### src/rtl/stopwatch_counter.sv
// stopwatch_counter: mm:ss stopwatch core.
// Conditions the start/stop and clear buttons, divides clk down to a
// one-second count enable and drives a cascaded BCD counter 00:00..59:59.
module stopwatch_counter #(
  parameter int unsigned TICKS_PER_SEC = 100000000,
  parameter int unsigned DIV_W         = 27
) (
  input  logic       clk,
  input  logic       rst,
  input  logic       btn_start_stop,
  input  logic       btn_clear,
  output logic [4:0] min_l,
  output logic [4:0] min_r,
  output logic [4:0] sec_l,
  output logic [4:0] sec_r,
  output logic       running,
  output logic       sec_tick,
  output logic       rollover
);

  typedef enum logic [1:0] {
    IDLE    = 2'd0,
    RUNNING = 2'd1,
    PAUSED  = 2'd2
  } state_t;

  localparam logic [DIV_W-1:0] DIV_MAX = DIV_W'(TICKS_PER_SEC - 1);

  state_t           state_q, state_d;

  // Button conditioning: two synchroniser stages plus previous-value flop.
  logic [1:0]       ss_sync_q;
  logic             ss_prev_q;
  logic [1:0]       clr_sync_q;
  logic             clr_prev_q;
  logic             ss_pulse;
  logic             clr_pulse;

  logic [DIV_W-1:0] div_q, div_d;

  logic [3:0]       min_l_q, min_l_d;
  logic [3:0]       min_r_q, min_r_d;
  logic [3:0]       sec_l_q, sec_l_d;
  logic [3:0]       sec_r_q, sec_r_d;

  logic             running_q;
  logic             sec_tick_q;
  logic             rollover_q;

  logic             div_wrap;
  logic             inc;
  logic             at_max;

  // Synchronise the raw button levels and remember the last synchronised value.
  always_ff @(posedge clk or posedge rst) begin
    if (rst) begin
      ss_sync_q  <= '0;
      ss_prev_q  <= 1'b0;
      clr_sync_q <= '0;
      clr_prev_q <= 1'b0;
    end else begin
      ss_sync_q  <= {ss_sync_q[0], btn_start_stop};
      ss_prev_q  <= ss_sync_q[1];
      clr_sync_q <= {clr_sync_q[0], btn_clear};
      clr_prev_q <= clr_sync_q[1];
    end
  end

  assign ss_pulse  = ss_sync_q[1]  & ~ss_prev_q;
  assign clr_pulse = clr_sync_q[1] & ~clr_prev_q;

  // State register.
  always_ff @(posedge clk or posedge rst) begin
    if (rst) begin
      state_q <= IDLE;
    end else begin
      state_q <= state_d;
    end
  end

  // Next-state logic; clear overrides a simultaneous start/stop.
  always_comb begin
    state_d = state_q;
    if (clr_pulse) begin
      state_d = IDLE;
    end else if (ss_pulse) begin
      unique case (state_q)
        IDLE:    state_d = RUNNING;
        RUNNING: state_d = PAUSED;
        PAUSED:  state_d = RUNNING;
        default: state_d = IDLE;
      endcase
    end
  end

  // Count-enable decode: a wrap only counts when neither button acts this cycle.
  always_comb begin
    div_wrap = (state_q == RUNNING) && (div_q == DIV_MAX);
    inc      = div_wrap && !clr_pulse && !ss_pulse;
    at_max   = (min_l_q == 4'd5) && (min_r_q == 4'd9) &&
               (sec_l_q == 4'd5) && (sec_r_q == 4'd9);
  end

  // Divider next value: cleared in IDLE, frozen when paused or being paused.
  always_comb begin
    div_d = div_q;
    if (clr_pulse || (state_q == IDLE)) begin
      div_d = '0;
    end else if ((state_q == RUNNING) && !ss_pulse) begin
      if (div_wrap) begin
        div_d = '0;
      end else begin
        div_d = div_q + DIV_W'(1);
      end
    end
  end

  // BCD cascade: each digit wraps only when every lower digit carries.
  always_comb begin
    min_l_d = min_l_q;
    min_r_d = min_r_q;
    sec_l_d = sec_l_q;
    sec_r_d = sec_r_q;
    if (clr_pulse || (state_q == IDLE)) begin
      min_l_d = '0;
      min_r_d = '0;
      sec_l_d = '0;
      sec_r_d = '0;
    end else if (inc) begin
      if (sec_r_q == 4'd9) begin
        sec_r_d = '0;
        if (sec_l_q == 4'd5) begin
          sec_l_d = '0;
          if (min_r_q == 4'd9) begin
            min_r_d = '0;
            if (min_l_q == 4'd5) begin
              min_l_d = '0;
            end else begin
              min_l_d = min_l_q + 4'd1;
            end
          end else begin
            min_r_d = min_r_q + 4'd1;
          end
        end else begin
          sec_l_d = sec_l_q + 4'd1;
        end
      end else begin
        sec_r_d = sec_r_q + 4'd1;
      end
    end
  end

  // Datapath registers: divider and digits.
  always_ff @(posedge clk or posedge rst) begin
    if (rst) begin
      div_q   <= '0;
      min_l_q <= '0;
      min_r_q <= '0;
      sec_l_q <= '0;
      sec_r_q <= '0;
    end else begin
      div_q   <= div_d;
      min_l_q <= min_l_d;
      min_r_q <= min_r_d;
      sec_l_q <= sec_l_d;
      sec_r_q <= sec_r_d;
    end
  end

  // Registered status outputs, aligned with the digit values they describe.
  always_ff @(posedge clk or posedge rst) begin
    if (rst) begin
      running_q  <= 1'b0;
      sec_tick_q <= 1'b0;
      rollover_q <= 1'b0;
    end else begin
      running_q  <= (state_d == RUNNING);
      sec_tick_q <= inc;
      rollover_q <= inc && at_max;
    end
  end

  assign min_l    = {1'b0, min_l_q};
  assign min_r    = {1'b0, min_r_q};
  assign sec_l    = {1'b0, sec_l_q};
  assign sec_r    = {1'b0, sec_r_q};
  assign running  = running_q;
  assign sec_tick = sec_tick_q;
  assign rollover = rollover_q;

endmodule
### config.mk
export PLATFORM = sky130hd
export DESIGN_NAME = stopwatch_counter
export DESIGN_NICKNAME = d
export VERILOG_FILES = /design/src/rtl/stopwatch_counter.sv
export SDC_FILE = /design/constraint.sdc
export NUM_CORES = 1
export LEC_CHECK = 0
export ABC_AREA = 1
export CAP_MARGIN = 25
export CORE_ASPECT_RATIO = 1.1
export CORE_MARGIN = 2
export CORE_UTILIZATION = 30
export CTS_CLUSTER_SIZE = 20
export DETAILED_ROUTE_END_ITERATION = 10
export PLACE_DENSITY_LB_ADDON = 0.1
export SLEW_MARGIN = 20
export SYNTH_ARGS = -nofsm -noshare
export SYNTH_HDL_FRONTEND = slang
export SYNTH_SLANG_ARGS = --single-unit
export TNS_END_PERCENT = 30
### constraint.sdc
create_clock -name clk -period 2.15 [get_ports clk]
set_clock_uncertainty 0.15 [all_clocks]
set_input_delay 0.43 -clock clk [delete_from_list [all_inputs] [get_ports clk]]
set_output_delay 0.43 -clock clk [all_outputs]
set_load 0.05 [all_outputs]
==> key figures <==
GRT
  • Global-route congestion overflow total: 0
  • Antenna violations before repair: 0
  • Wire length of the first global-routing pass: 12870 microns
  • Pin count of the biggest net entering global routing: 55
  • Via count of the first global-routing pass: 2728
  • Global routing usage summed across all routing layers: 0.1412

Setup path
  • Critical-path cell with the highest stage delay: sky130_fd_sc_hd__clkdlybuf4s50_1
  • Data required time at the worst endpoint: 1.57 ns
  • Sequence of cells on the critical path: clkdlybuf4s50_1
  • Max stage delay on crit path: 0.81 ns
  • Kind of critical path: reg -> out
  • Crit Reg-Reg Startpoint: div_q[0]$_DFFE_PP0P_
  • CP Buf/Inv Count: 1
  • CP Launch Point: min_l_q[3]$_DFFE_PP0P_
  • CP top delay family: buffers and inverters
  • Nature of the critical path endpoint: primary output
  • CP Data Arrival Time: 1.47 ns
  • Setup crit start kind: flip-flop
  • Crit path max fanout: 3

Min path
  • Class of the worst hold path: reg -> reg
  • Hold wc startpoint: clr_sync_q[0]$_DFF_PP0_

Cells and area
  • # nets final: 473
  • Diodes inserted: 0
  • Fraction of final layout cells with drive strength greater than 1: 0.1435
  • Layout Area Growth over Synthesis: 18.03%

Yosys
  • Top cell type by total area after synthesis: sky130_fd_sc_hd__dfrtp_1
  • Most repeated cell in the gate-level netlist after synthesis: sky130_fd_sc_hd__nand2_1
  • Number of distinct standard cells referenced by the synthesized netlist: 33
  • FF+latch count, synth: 54
  • Fraction of registers with async set or reset after synthesis: 1.000
  • Synthesized instance count: 426
  • Post-Synthesis Cell Area: 3171 sq um
  • Area contributors post-synth: sky130_fd_sc_hd__dfrtp_1 (43%), sky130_fd_sc_hd__nand2_1 (12%), sky130_fd_sc_hd__nor2_1 (6.6%), sky130_fd_sc_hd__inv_1 (6.3%), sky130_fd_sc_hd__nand3_1 (5.4%)
  • Fraction of post-synthesis cell area in the top cell type by area: 0.4262
  • Most instantiated cells after synthesis: sky130_fd_sc_hd__nand2_1 (105), sky130_fd_sc_hd__nor2_1 (56), sky130_fd_sc_hd__dfrtp_1 (54), sky130_fd_sc_hd__inv_1 (53), sky130_fd_sc_hd__nand3_1 (34)
  • Average size of a mapped cell: 7.443 sq um
  • Sequential share of the synthesized area: 0.4262
  • Number of synthesized flops with an enable pin: 0
  • Warnings from Yosys: 0
  • Synth Flop Type: sky130_fd_sc_hd__dfrtp_1

Routing
  • Detailed-route wire length per cell: 12.40 microns
  • Post-route DRC violation count: 0
  • Vias per cell: 4.489
  • Antenna Violating Nets Remaining: 0
  • Violation count after the first detailed-route iteration: 151
  • First-pass iteration count of the detailed router: 4
  • Wire length reported by the detailed router: 7480 microns
  • Via count: 2707

Die
  • Die Y-Extent: 111.8 microns
  • Die boundary width: 102.0 microns
  • Site row count: 39
  • Initial Util: 0.3065
  • I/O pins: 27
  • Die outline area: 11410 sq um
  • CORE AREA: 10340 sq um

STA
  • Ratio of final minimum period to clock period: 0.9543
  • Final Setup Violations: 0
  • Tmin final: 2.052 ns
  • Hold WS: 0.2012 ns
  • Count of final hold-check violations: 0
  • Worst-Margin Slew: 0.5119 ns
  • Max Fclk: 487.4 MHz
  • Final TNS setup: 0 ns
  • Setup repair after global routing missed its margin: no
  • Number of max-slew violations in the final report: 0
  • Relative slew slack: 0.6577

Placed design
  • Half-perimeter wire length after detailed placement: 5554 microns
  • Number of port buffers: 22
  • Weighted congestion reported at the end of routability-driven placement: 0.8571

Clock tree
  • Clk_lat worst skew: 0.29 ns
  • Root Buffer: sky130_fd_sc_hd__clkbuf_16
  • Clock Sink Count: 54
  • Num CTS Buffers: 5
  • Largest buffer count on any clock path: 2
  • H-tree lvl count: 2
  • CTS tree: yes
  • Clock input transition at the sequential cells of the worst setup and hold paths: 0.07 ns

Pwr
  • Power, Total: 3.007 mW
  • Pleak: 1.735 nW
  • Worst ir drop on vdd: 0.5328 mV
  • Power per standard cell area: 803.6 nW/um^2

Outcome
  • Run status: finished clean

Job
  • Number of max-cap violations: 0
==> state kept, by name, indices dropped and copies added (netlist names) <==
register and flops:
clr_sync_q 2, ss_prev_q 1, state_q 2, clr_prev_q 1, ss_sync_q 2, sec_tick 1, min_r_q 4, sec_l_q 4
sec_r_q 4, rollover 1, min_l_q 4, running 1, div_q 27
==> area by class of cell <==
cell class | count | area, sq um
fill | 1120 | 6603
clock inverter | 1 | 30.03
timing repair buffer | 32 | 270.3
inverter | 58 | 217.7
multi-input combinational | 309 | 1554
sequential | 54 | 1353
clock buffer | 6 | 138.9
tap | 143 | 178.9
==> per-stage QoR <==
| stage | utilization | worst slack [ns] | instances | cell area [sq um] |
|---|---|---|---|---|
| finish | 0.3618 | 0.09833 | 603 | 3742 |
| global route | 0.3618 | 0.009257 | 603 | 3742 |
| CTS | 0.3604 | 0.07678 | 602 | 3729 |
| detailed placement | 0.3441 | 0.1289 | 595 | 3560 |
| global placement | 0.3441 | 0.1779 | 595 | 3560 |
| floorplan | - | 0.1177 | 429 | 3182 |
==> power by group <==
| group | internal, mW | leakage (nW) | switching (mW) |
|---|---|---|---|
| Sequential | 1.09 | 0.731 | 0.111 |
| Combinational | 0.264 | 0.921 | 0.604 |
| Clock | 0.575 | 0.0829 | 0.358 |
| Total | 1.93 | 1.74 | 1.07 |
==> final timing paths <==
path | end | cells past startpoint | slack, ns
max | min_l[3] | 1 | 0.1
min | clr_sync_q[1]$_DFF_PP0_ | 0 | 0.20
max reg2reg | div_q[21]$_DFFE_PP0P_ | 10 | 0.20
min reg2reg | clr_sync_q[1]$_DFF_PP0_ | 0 | 0.20
max in group asynchronous | div_q[0]$_DFFE_PP0P_ | 3 | 1.24
min in group asynchronous | min_l_q[2]$_DFFE_PP0P_ | 3 | 0.35
==> logic make-up (layout without fill, tap and decap cells) <==
logic type	after synthesis	count (layout)	share of synthesized area
simple gates	252	252	0.3650
buf+inv	66	97	0.08879
flops	54	54	0.4262
compound gates	36	36	0.06117
fa+ha+maj	9	9	0.03552
xor+xnor	8	8	0.02210
other cells	1	4	0.001183
==> routing by layer <==
| metal | track usage | vias up | share of wire |
|---|---|---|---|
| met3 | 0.02511 | 9 | 0.028 |
| met1 | 0.1762 | 1235 | 0.45 |
| met2 | 0.2430 | 38 | 0.50 |
| met4 | 0.04800 | 0 | 0.020 |
| li1 | - | 1425 | - |
| met5 | 0 | - | 0 |
==> cell usage in the layout, fill, tap and decap left out, types with 2 or more instances in the layout <==
cell / n
sky130_fd_sc_hd__nor2_1: 56
sky130_fd_sc_hd__nand3_2: 3
sky130_fd_sc_hd__dfrtp_1: 53
sky130_fd_sc_hd__xor2_1: 5
sky130_fd_sc_hd__nor3_1: 15
sky130_fd_sc_hd__nand3_1: 33
sky130_fd_sc_hd__inv_2: 6
sky130_fd_sc_hd__nor2_4: 4
sky130_fd_sc_hd__nand4_1: 14
sky130_fd_sc_hd__a21oi_1: 11
sky130_fd_sc_hd__conb_1: 4
sky130_fd_sc_hd__o21ai_0: 10
sky130_fd_sc_hd__o21ai_1: 10
sky130_fd_sc_hd__or2_2: 2
sky130_fd_sc_hd__nand2_2: 6
sky130_fd_sc_hd__nand2_4: 2
sky130_fd_sc_hd__inv_1: 52
sky130_fd_sc_hd__nand2_1: 105
sky130_fd_sc_hd__o21ai_2: 2
sky130_fd_sc_hd__nor2_2: 6
sky130_fd_sc_hd__clkdlybuf4s50_1: 7
sky130_fd_sc_hd__ha_1: 9
sky130_fd_sc_hd__nor3b_1: 2
sky130_fd_sc_hd__buf_4: 24
sky130_fd_sc_hd__clkbuf_16: 5
sky130_fd_sc_hd__xnor2_1: 3
==> timing repair <==
item                       CTS  global route
gates resized for setup      0             2
setup endpoints to repair    0            12
setup buffers                0             1
hold buffers                 0             0
(Power assumes the default switching activity.)
